===== src/rtl/mac_sequencer_pkg.sv =====
// Shared types and ALU control codes for the EX-stage multiply/MAC sequencer.
package mac_sequencer_pkg;

    typedef enum logic [1:0] {
        IDLE = 2'd0,
        BUSY = 2'd1,
        DONE = 2'd2
    } mac_state_e;

    localparam logic [3:0] MUL_OP = 4'd8;
    localparam logic [3:0] MAC_OP = 4'd9;

    // ALU control decode uses this to qualify the sequencer start.
    function automatic logic is_mul_issue(input logic [3:0] alu_op);
        return (alu_op == MUL_OP) || (alu_op == MAC_OP);
    endfunction

endpackage


===== src/rtl/mac_sequencer_if.sv =====
// EX-side issue/result bundle between the pipeline and the MAC sequencer.
interface mac_sequencer_if #(
    parameter int DATA_W = 64
);
    logic              start;
    logic              mac_select;
    logic [DATA_W-1:0] op_a;
    logic [DATA_W-1:0] op_b;
    logic              acc_clr;
    logic              flush;
    logic              stall;
    logic              done;
    logic [DATA_W-1:0] result;
    logic              busy;

    modport master (
        output start, mac_select, op_a, op_b, acc_clr, flush,
        input  stall, done, result, busy
    );

    modport slave (
        input  start, mac_select, op_a, op_b, acc_clr, flush,
        output stall, done, result, busy
    );

endinterface


===== src/rtl/mac_iter_dp.sv =====
// Shift-add multiply datapath: operand shifters, partial product, acc adder.
module mac_iter_dp #(
    parameter int DATA_W = 64,
    parameter int STEP_W = 16
) (
    input  logic              clk,
    input  logic              arst_n,
    input  logic              load,
    input  logic              step,
    input  logic              mac,
    input  logic [DATA_W-1:0] op_a,
    input  logic [DATA_W-1:0] op_b,
    input  logic [DATA_W-1:0] acc_base,
    output logic [DATA_W-1:0] res_nxt
);

    logic [DATA_W-1:0] a_sh;
    logic [DATA_W-1:0] b_sh;
    logic [DATA_W-1:0] pp;
    logic [DATA_W-1:0] partial;
    logic [DATA_W-1:0] pp_nxt;

    // Only the low DATA_W bits are kept, so the product is sign-agnostic.
    assign partial = a_sh * DATA_W'(b_sh[STEP_W-1:0]);
    assign pp_nxt  = pp + partial;
    assign res_nxt = mac ? (acc_base + pp_nxt) : pp_nxt;

    always_ff @(posedge clk or negedge arst_n) begin
        if (!arst_n) begin
            a_sh <= '0;
            b_sh <= '0;
            pp   <= '0;
        end else if (load) begin
            a_sh <= op_a;
            b_sh <= op_b;
            pp   <= '0;
        end else if (step) begin
            a_sh <= a_sh << STEP_W;
            b_sh <= b_sh >> STEP_W;
            pp   <= pp_nxt;
        end
    end

endmodule


===== src/rtl/mac_sequencer.sv =====
// Multi-cycle MUL/MAC sequencer for EX; owns the architectural accumulator.
module mac_sequencer
    import mac_sequencer_pkg::*;
#(
    parameter int DATA_W     = 64,
    parameter int MUL_CYCLES = 4
) (
    input  logic           clk,
    input  logic           arst_n,
    mac_sequencer_if.slave bus
);

    localparam int STEP_W = DATA_W / MUL_CYCLES;
    localparam int CNT_W  = $clog2(MUL_CYCLES + 1);
    localparam logic [CNT_W-1:0] LAST = CNT_W'(MUL_CYCLES - 1);

    mac_state_e        state;
    logic [CNT_W-1:0]  cnt;
    logic              mac_q;
    logic [DATA_W-1:0] acc;
    logic [DATA_W-1:0] result_q;
    logic              done_q;
    logic              busy_q;
    logic              issue;
    logic              step;
    logic [DATA_W-1:0] acc_base;
    logic [DATA_W-1:0] res_nxt;

    assign issue = (state == IDLE) && bus.start && !bus.flush;
    assign step  = (state == BUSY) && !bus.flush;

    // A clear in the final BUSY cycle must also zero the sum seen in DONE.
    assign acc_base = bus.acc_clr ? '0 : acc;

    assign bus.stall  = issue || (state == BUSY);
    assign bus.done   = done_q;
    assign bus.result = result_q;
    assign bus.busy   = busy_q;

    mac_iter_dp #(
        .DATA_W (DATA_W),
        .STEP_W (STEP_W)
    ) u_dp (
        .clk      (clk),
        .arst_n   (arst_n),
        .load     (issue),
        .step     (step),
        .mac      (mac_q),
        .op_a     (bus.op_a),
        .op_b     (bus.op_b),
        .acc_base (acc_base),
        .res_nxt  (res_nxt)
    );

    always_ff @(posedge clk or negedge arst_n) begin
        if (!arst_n) begin
            state    <= IDLE;
            cnt      <= '0;
            mac_q    <= 1'b0;
            acc      <= '0;
            result_q <= '0;
            done_q   <= 1'b0;
            busy_q   <= 1'b0;
        end else begin
            unique case (state)
                IDLE: begin
                    if (bus.acc_clr) acc <= '0;
                    if (issue) begin
                        state  <= BUSY;
                        cnt    <= '0;
                        mac_q  <= bus.mac_select;
                        busy_q <= 1'b1;
                    end
                end
                BUSY: begin
                    if (bus.acc_clr) acc <= '0;
                    if (bus.flush) begin
                        state  <= IDLE;
                        busy_q <= 1'b0;
                    end else begin
                        cnt <= cnt + 1'b1;
                        if (cnt == LAST) begin
                            state    <= DONE;
                            done_q   <= 1'b1;
                            result_q <= res_nxt;
                        end
                    end
                end
                DONE: begin
                    state  <= IDLE;
                    done_q <= 1'b0;
                    busy_q <= 1'b0;
                    if (bus.acc_clr)  acc <= '0;
                    else if (mac_q)   acc <= result_q;
                end
                default: begin
                    state  <= IDLE;
                    done_q <= 1'b0;
                    busy_q <= 1'b0;
                end
            endcase
        end
    end

endmodule


===== src/flat_wrapper.sv =====
// flat-port wrapper written by rule: the top's interface ports become plain ports
module mac_sequencer_flat import mac_sequencer_pkg::*;
#(
    parameter int DATA_W     = 64,
    parameter int MUL_CYCLES = 4
)
  (clk, arst_n, bus_start, bus_mac_select, bus_op_a, bus_op_b, bus_acc_clr, bus_flush, bus_stall, bus_done, bus_result, bus_busy);
  mac_sequencer_if #(.DATA_W(DATA_W)) bus_i ();
  input  logic clk;
  input  logic arst_n;
  input wire logic [$bits(bus_i.start)-1:0] bus_start;
  input wire logic [$bits(bus_i.mac_select)-1:0] bus_mac_select;
  input wire logic [$bits(bus_i.op_a)-1:0] bus_op_a;
  input wire logic [$bits(bus_i.op_b)-1:0] bus_op_b;
  input wire logic [$bits(bus_i.acc_clr)-1:0] bus_acc_clr;
  input wire logic [$bits(bus_i.flush)-1:0] bus_flush;
  output wire logic [$bits(bus_i.stall)-1:0] bus_stall;
  output wire logic [$bits(bus_i.done)-1:0] bus_done;
  output wire logic [$bits(bus_i.result)-1:0] bus_result;
  output wire logic [$bits(bus_i.busy)-1:0] bus_busy;
  assign bus_i.start = bus_start;
  assign bus_i.mac_select = bus_mac_select;
  assign bus_i.op_a = bus_op_a;
  assign bus_i.op_b = bus_op_b;
  assign bus_i.acc_clr = bus_acc_clr;
  assign bus_i.flush = bus_flush;
  assign bus_stall = bus_i.stall;
  assign bus_done = bus_i.done;
  assign bus_result = bus_i.result;
  assign bus_busy = bus_i.busy;
  mac_sequencer #(.DATA_W(DATA_W), .MUL_CYCLES(MUL_CYCLES)) u_core (.clk(clk), .arst_n(arst_n), .bus(bus_i));
endmodule

===== config.mk =====
export PLATFORM = sky130hd
export DESIGN_NAME = mac_sequencer_flat
export DESIGN_NICKNAME = d
export VERILOG_FILES = /design/src/rtl/mac_sequencer_pkg.sv /design/src/rtl/mac_sequencer_if.sv /design/src/rtl/mac_iter_dp.sv /design/src/rtl/mac_sequencer.sv /design/src/flat_wrapper.sv
export SDC_FILE = /design/constraint.sdc
export NUM_CORES = 2
export LEC_CHECK = 0
export ABC_AREA = 0
export BUFFER_PORTS_ARGS = -buffer_cell sky130_fd_sc_hd__buf_2
export CAP_MARGIN = 20
export CORE_MARGIN = 2
export CORE_UTILIZATION = 45
export CTS_BUF_LIST = sky130_fd_sc_hd__clkbuf_4
export DETAILED_ROUTE_END_ITERATION = 10
export GPL_TIMING_DRIVEN = 0
export PLACE_DENSITY_LB_ADDON = 0.1
export SYNTH_ARGS = -nofsm -noshare
export SYNTH_HDL_FRONTEND = slang
export SYNTH_SLANG_ARGS = --single-unit

===== constraint.sdc =====
create_clock -name clk -period 18.45 [get_ports clk]
set_input_delay 0.9225 -clock clk [delete_from_list [all_inputs] [get_ports clk]]
set_output_delay 0.9225 -clock clk [all_outputs]
set_load 0.005 [all_outputs]

* Word-level counts from Yosys, hierarchy flattened
Index checks and enable logic that the tools add are counted.
** Operators by class
- Bitwise operators :: 2
- Reductions and logical operators :: 17
- Mux-type cells :: 24
- Add/sub/neg operators :: 3
- Eq/ne operators :: 9
- Multiply operators :: 1
** Operators by type and width (count)
- 64-bit 2-to-1 mux :: 10
- 64-bit adder :: 2
- 64-bit one-hot mux with 2 select lines :: 1
- 64-bit by 16-bit multiplier with 64-bit output :: 1
- 3-bit AND reduction :: 3
- 2-bit AND reduction :: 4
- 2-bit 2-to-1 mux :: 3
- 3-bit 2-to-1 mux :: 2
- 2-bit inequality test (second input constant) :: 3
- 3-bit one-hot mux with 2 select lines :: 1
- 2-bit nonzero test :: 3
- 1-bit 2-to-1 mux :: 4
- 1-bit one-hot mux with 2 select lines :: 2
- 2-bit one-hot mux with 2 select lines :: 1
- 3-bit by 1-bit adder with 3-bit output (second input constant) :: 1
- 3-bit by 2-bit == test with 1-bit output (second input constant) :: 1
- 1-bit logical AND :: 3
- 3-bit by 2-bit inequality test with 1-bit output (second input constant) :: 1
- 3-bit inequality test (second input constant) :: 1
- 2-bit by 1-bit == test with 1-bit output (second input constant) :: 1
- 2-bit == test (second input constant) :: 1
- 2-bit logical NOT :: 1
- 2-bit by 1-bit inequality test with 1-bit output (second input constant) :: 1
- 1-bit inverter :: 2
- other kinds (3) :: 3
** Word-level totals
- Output and inout port bits :: 67
- Flip-flop bits (word level) :: 328
- Logic and storage cells :: 66
- Bits of input ports :: 134

* Longest topological paths before layout
- Depth in word-level cells :: 5
- Gate-level depth with buffers :: 39
- Depth with buffers taken out :: 37

* Cells and area by module
A second synthesis with hierarchy kept.
** Second synthesis, totals
- Cells, all modules :: 5375
- Area total of the unflattened synthesis :: 47549.4 µm²
** Modules (own cells, without submodules)
- mac_iter_dp :: seq. area each 4804.6 µm², times used 1, cells an instance 4850, area each 41506.1 µm²
- mac_sequencer :: seq. area each 3403.3 µm², times used 1, cells an instance 525, area each 6043.3 µm²

* Least setup slack after synthesis
No wires, ideal clock.
- Path type :: flip-flop to flip-flop
- Start :: register u_core.u_dp.b_sh[7]
- End :: register u_core.result_q[62], in the netlist u_core.bus.result[62]
- Arrival time :: 8.667 ns
- Clock period less this slack :: 8.807 ns
- Cell stages (with the launch flop) :: 36
- Slack :: 9.643 ns
- Cells stage by stage :: dfrtp_1 clkbuf_1 clkbuf_1 nand2_1 fa_1 inv_1 fa_1 fa_1 fa_1 fa_1 inv_1 fa_1 inv_1 ha_1 clkbuf_1 a21oi_1 o21ai_0 or3_1 a2111o_1 a21bo_2 a31oi_1 o21ai_0 a21oi_1 xnor2_1 ha_1 a21o_1 a21o_1 a21o_1 a221oi_1 a2bb2oi_1 a31oi_2 nor2_1 o21ai_1 mux2i_1 a2111oi_0 a211oi_1
** Between the ends
- Word-level cells in the longest chain between the ends :: 4
** RTL lines
- start, declared :: line mac_iter_dp.sv:18 : logic [DATA_W-1:0] b_sh;
- start signal, assigned :: line mac_iter_dp.sv:35 : b_sh <= op_b;
- start signal, assigned :: line mac_iter_dp.sv:39 : b_sh <= b_sh >> STEP_W;
- 64-bit by 16-bit multiplier with 64-bit output * :: line mac_iter_dp.sv:24 : assign partial = a_sh * DATA_W'(b_sh[STEP_W-1:0]);
- 64-bit adder * :: line mac_iter_dp.sv:25 : assign pp_nxt = pp + partial;
- 64-bit adder :: line mac_iter_dp.sv:26 : assign res_nxt = mac ? (acc_base + pp_nxt) : pp_nxt;
- 64-bit 2-to-1 mux * :: line mac_iter_dp.sv:26
- end signal, assigned :: line mac_sequencer.sv:85 : result_q <= res_nxt;
- end, declared :: line mac_sequencer.sv:21 : logic [DATA_W-1:0] result_q;
Every way passes the cells marked *; elsewhere a longest branch is shown, timed or not.
A chain may end at the register's enable or synchronous reset.

* Worst setup path in the final report
- Start :: register u_core.u_dp.b_sh[9]
- End :: register u_core.result_q[62], in the netlist u_core.bus.result[62]
The elaborated chain is that of the path after synthesis.

==> reports/metrics.yaml <==
cpMostUsedCell: "fa_1"
rsz0062_at_grt: "false"
worst-path-max-fanout: 10
cts_inserted_buffers: 101
min_period_over_period_pct: 65.95
cp.arrival_ps: 12960
syn_to_final_growth_pct: 9.310
die_w_um: 326.8
slew_headroom_pct: 11.36
run_status: "complete, no violations"
post_drt_wl_per_cell_um: 24.40
drive_gt1_share_pct: 7.094
h-tree-depth: 3
totalNegativeSetupSlack_ps: 0
fmax_mhz: 82.19
async_reset_ff_share_pct: 100.0
final_nets: 6955
gp_congestion: 0.9517
final_antenna_net_count: 0
grt_overflow: 0
worst_ep_required_time_ps: 19240
start_util_pct: 45.32
clkTransAtPathRegs_ps: 80
drv_slew: 0
drt_iter0_markers: 3155
synth_cell_types: 86
ys_warn_count: 0
synth_seq_cells: 328
vias: 39931
crit_type: "flip-flop to flip-flop"
num_rows: 118
grt_max_degree: 111
drc: 0
clock_latency_ps: 990
syn_inst: 5510
multiInputGateArea_um2: 33460
post-route-min-period_ps: 12170
synth.cell_area_um2: 46900
synth_area_leader_cell: "fa_1"
grt_util_all_layers_pct: 34.07
cap_violations: 0
cts_tree: "done"
start_kind: "flip-flop"
die_h_um: 326.8
fin_skew_ps: 93.63
grt_pass1_vias: 40910
postCtsSetupRepairBufs: 0
viasPerCell: 5.476
synth-seq-area-share_pct: 17.50
synth_edf_count: 0
firstDrtPassIters: 7
hpwl_um: 145400
grt_pass1_wl_um: 267300
seq_area_um2: 8208
cp_slowest_cell: "clkbuf_1"
postSynthAreaPerCell_um2: 8.512
pin_count: 201
synthFlopType: "dfrtp_1"
fillers: 10320
critPathCaptureType: "flip-flop"
antenna_found_initial: 14
finalHoldViolations: 0
die_area_um2: 106800
setup_viol: 0
hp-class: "primary input to flip-flop"
port_buffers: 200
slowest_delay_ps: 950
fp.coreArea_um2: 103500
cts_root_buffer: "clkbuf_4"
tightest_slew_ps: 1330
synth_fp_nets: 6633
clockBufferDepth: 3
wl_um: 177900
synth_top_area_share_pct: 34.79
final_util_pct: 49.54
yosys-top-cells-area: "fa_1, dfrtp_1, nand2_1"
cts_sinks: 328
-- cells in the mapped netlist, drive strengths merged (44+ instances only) --
cell type	number
fa	815
a22oi	160
and2	283
nand3	91
nor2b	76
xnor2	90
o21ai	226
nand2	1139
ha	174
xor2	51
nor2	112
o31ai	44
a21o	65
clkbuf	323
inv	1042
a21oi	175
dfrtp	328
-- path summary, 6_finish.rpt --
kind / startpoint / endpoint / slack (ps) / cells past startpoint
max in group asynchronous: arst_n / u_core.u_dp.b_sh[24] / 16570 / 5
max: u_core.u_dp.b_sh[9] / u_core.bus.result[62] / 6280 / 35
min in group asynchronous: arst_n / u_core.bus.result[58] / 610 / 3
min reg2reg: u_core.u_dp.b_sh[49] / u_core.u_dp.b_sh[33] / 420 / 2
max reg2reg: u_core.u_dp.b_sh[9] / u_core.bus.result[62] / 6280 / 35
min: bus_op_a[7] / u_core.u_dp.a_sh[7] / 120 / 3
-- what timing repair did --
action	in CTS	in global routing
gates resized for setup	0	0
hold buffers	1	0
hold endpoints to repair	74	0
-- metrics by stage --
step	hold WS [ps]	area, um^2	instances	setup slack, ps
2_1_floorplan	445.8	46900	5510	9643
3_3_place_gp	458.5	49630	7090	6535
3_5_place_dp	464.3	49920	7105	6632
4_1_cts	24.00	51220	7283	6517
5_1_grt	114.1	51260	7289	5934
6_report	115.9	51270	7292	6283
-- routing by layer --
metal	share of wire [%]	GRT usage (%)	up-vias	wire [um]
met5	0.035	0	-	62
met4	4.2	13.15	10	7496
met3	9.4	7.675	318	16750
met2	43	51.07	1748	76980
met1	43	48.11	20257	76640
li1	-	-	17598	-
-- layout make-up --
cell class | count | area share [%]
timing repair buffer | 219 | 2.599
tap | 1380 | 3.368
clock inverter | 34 | 0.4271
inverter | 1043 | 7.636
buffer | 351 | 2.582
sequential | 328 | 16.01
clock buffer | 143 | 2.094
antenna | 6 | 0.02928
multi-input combinational | 3788 | 65.26
-- kinds of logic (layout without fill, tap and decap cells) --
| family | after synthesis | in the layout | synth area share (%) |
|---|---|---|---|
| other cells | 0 | 6 | 0 |
| mux | 14 | 14 | 0.3014 |
| compound gates | 841 | 841 | 11.77 |
| buf+inv | 1394 | 1790 | 11.17 |
| simple gates | 1803 | 1803 | 17.19 |
| fa+ha+maj | 989 | 989 | 39.43 |
| flops | 328 | 328 | 17.50 |
| xor+xnor | 141 | 141 | 2.649 |
-- worst max-delay path, delay by kind of cell, from the launching register on --
family                   cells  cell delay (ps)
adder cells (fa/ha/maj)      8             3760
AO/OA/AOI/OAI               15             3570
buffers and inverters        6             2310
AND/OR/NAND/NOR              4             1160
XOR/XNOR                     1              670
flip-flops                   1              350
multiplexers                 1              130
-- sequential cells by signal, summed over array words and instances, names as in the netlist --
name	count
u_core.acc	64
u_core.bus.busy	1
u_core.bus.done	1
u_core.bus.result	64
u_core.cnt	3
u_core.mac_q	1
u_core.state	2
u_core.u_dp.a_sh	64
u_core.u_dp.b_sh	64
u_core.u_dp.pp	64
-- placed cells by master, fill, tap and decap left out, drive strengths merged, types with 7 or more instances in the layout --
| cell type | count |
|---|---|
| nor2b | 76 |
| o21ai | 226 |
| nand3 | 91 |
| mux2i | 13 |
| a21oi | 175 |
| a221oi | 8 |
| o21a | 14 |
| a211oi | 18 |
| a31oi | 28 |
| dfrtp | 328 |
| inv | 1044 |
| nand2b | 12 |
| ha | 174 |
| nor3 | 17 |
| fa | 815 |
| o21bai | 24 |
| nand4 | 24 |
| and3 | 14 |
| o31ai | 44 |
| xnor2 | 90 |
| buf | 246 |
| clkbuf | 466 |
| nand2 | 1139 |
| a22oi | 160 |
| a21o | 65 |
| xor2 | 51 |
| or3 | 11 |
| clkinv | 31 |
| and4 | 7 |
| o211ai | 10 |
| a211o | 8 |
| and2 | 283 |
| nor2 | 112 |
Power is left out: the tool's default activity adds up to more than one toggle a clock period on the data nets, which glitch-free logic cannot reach.
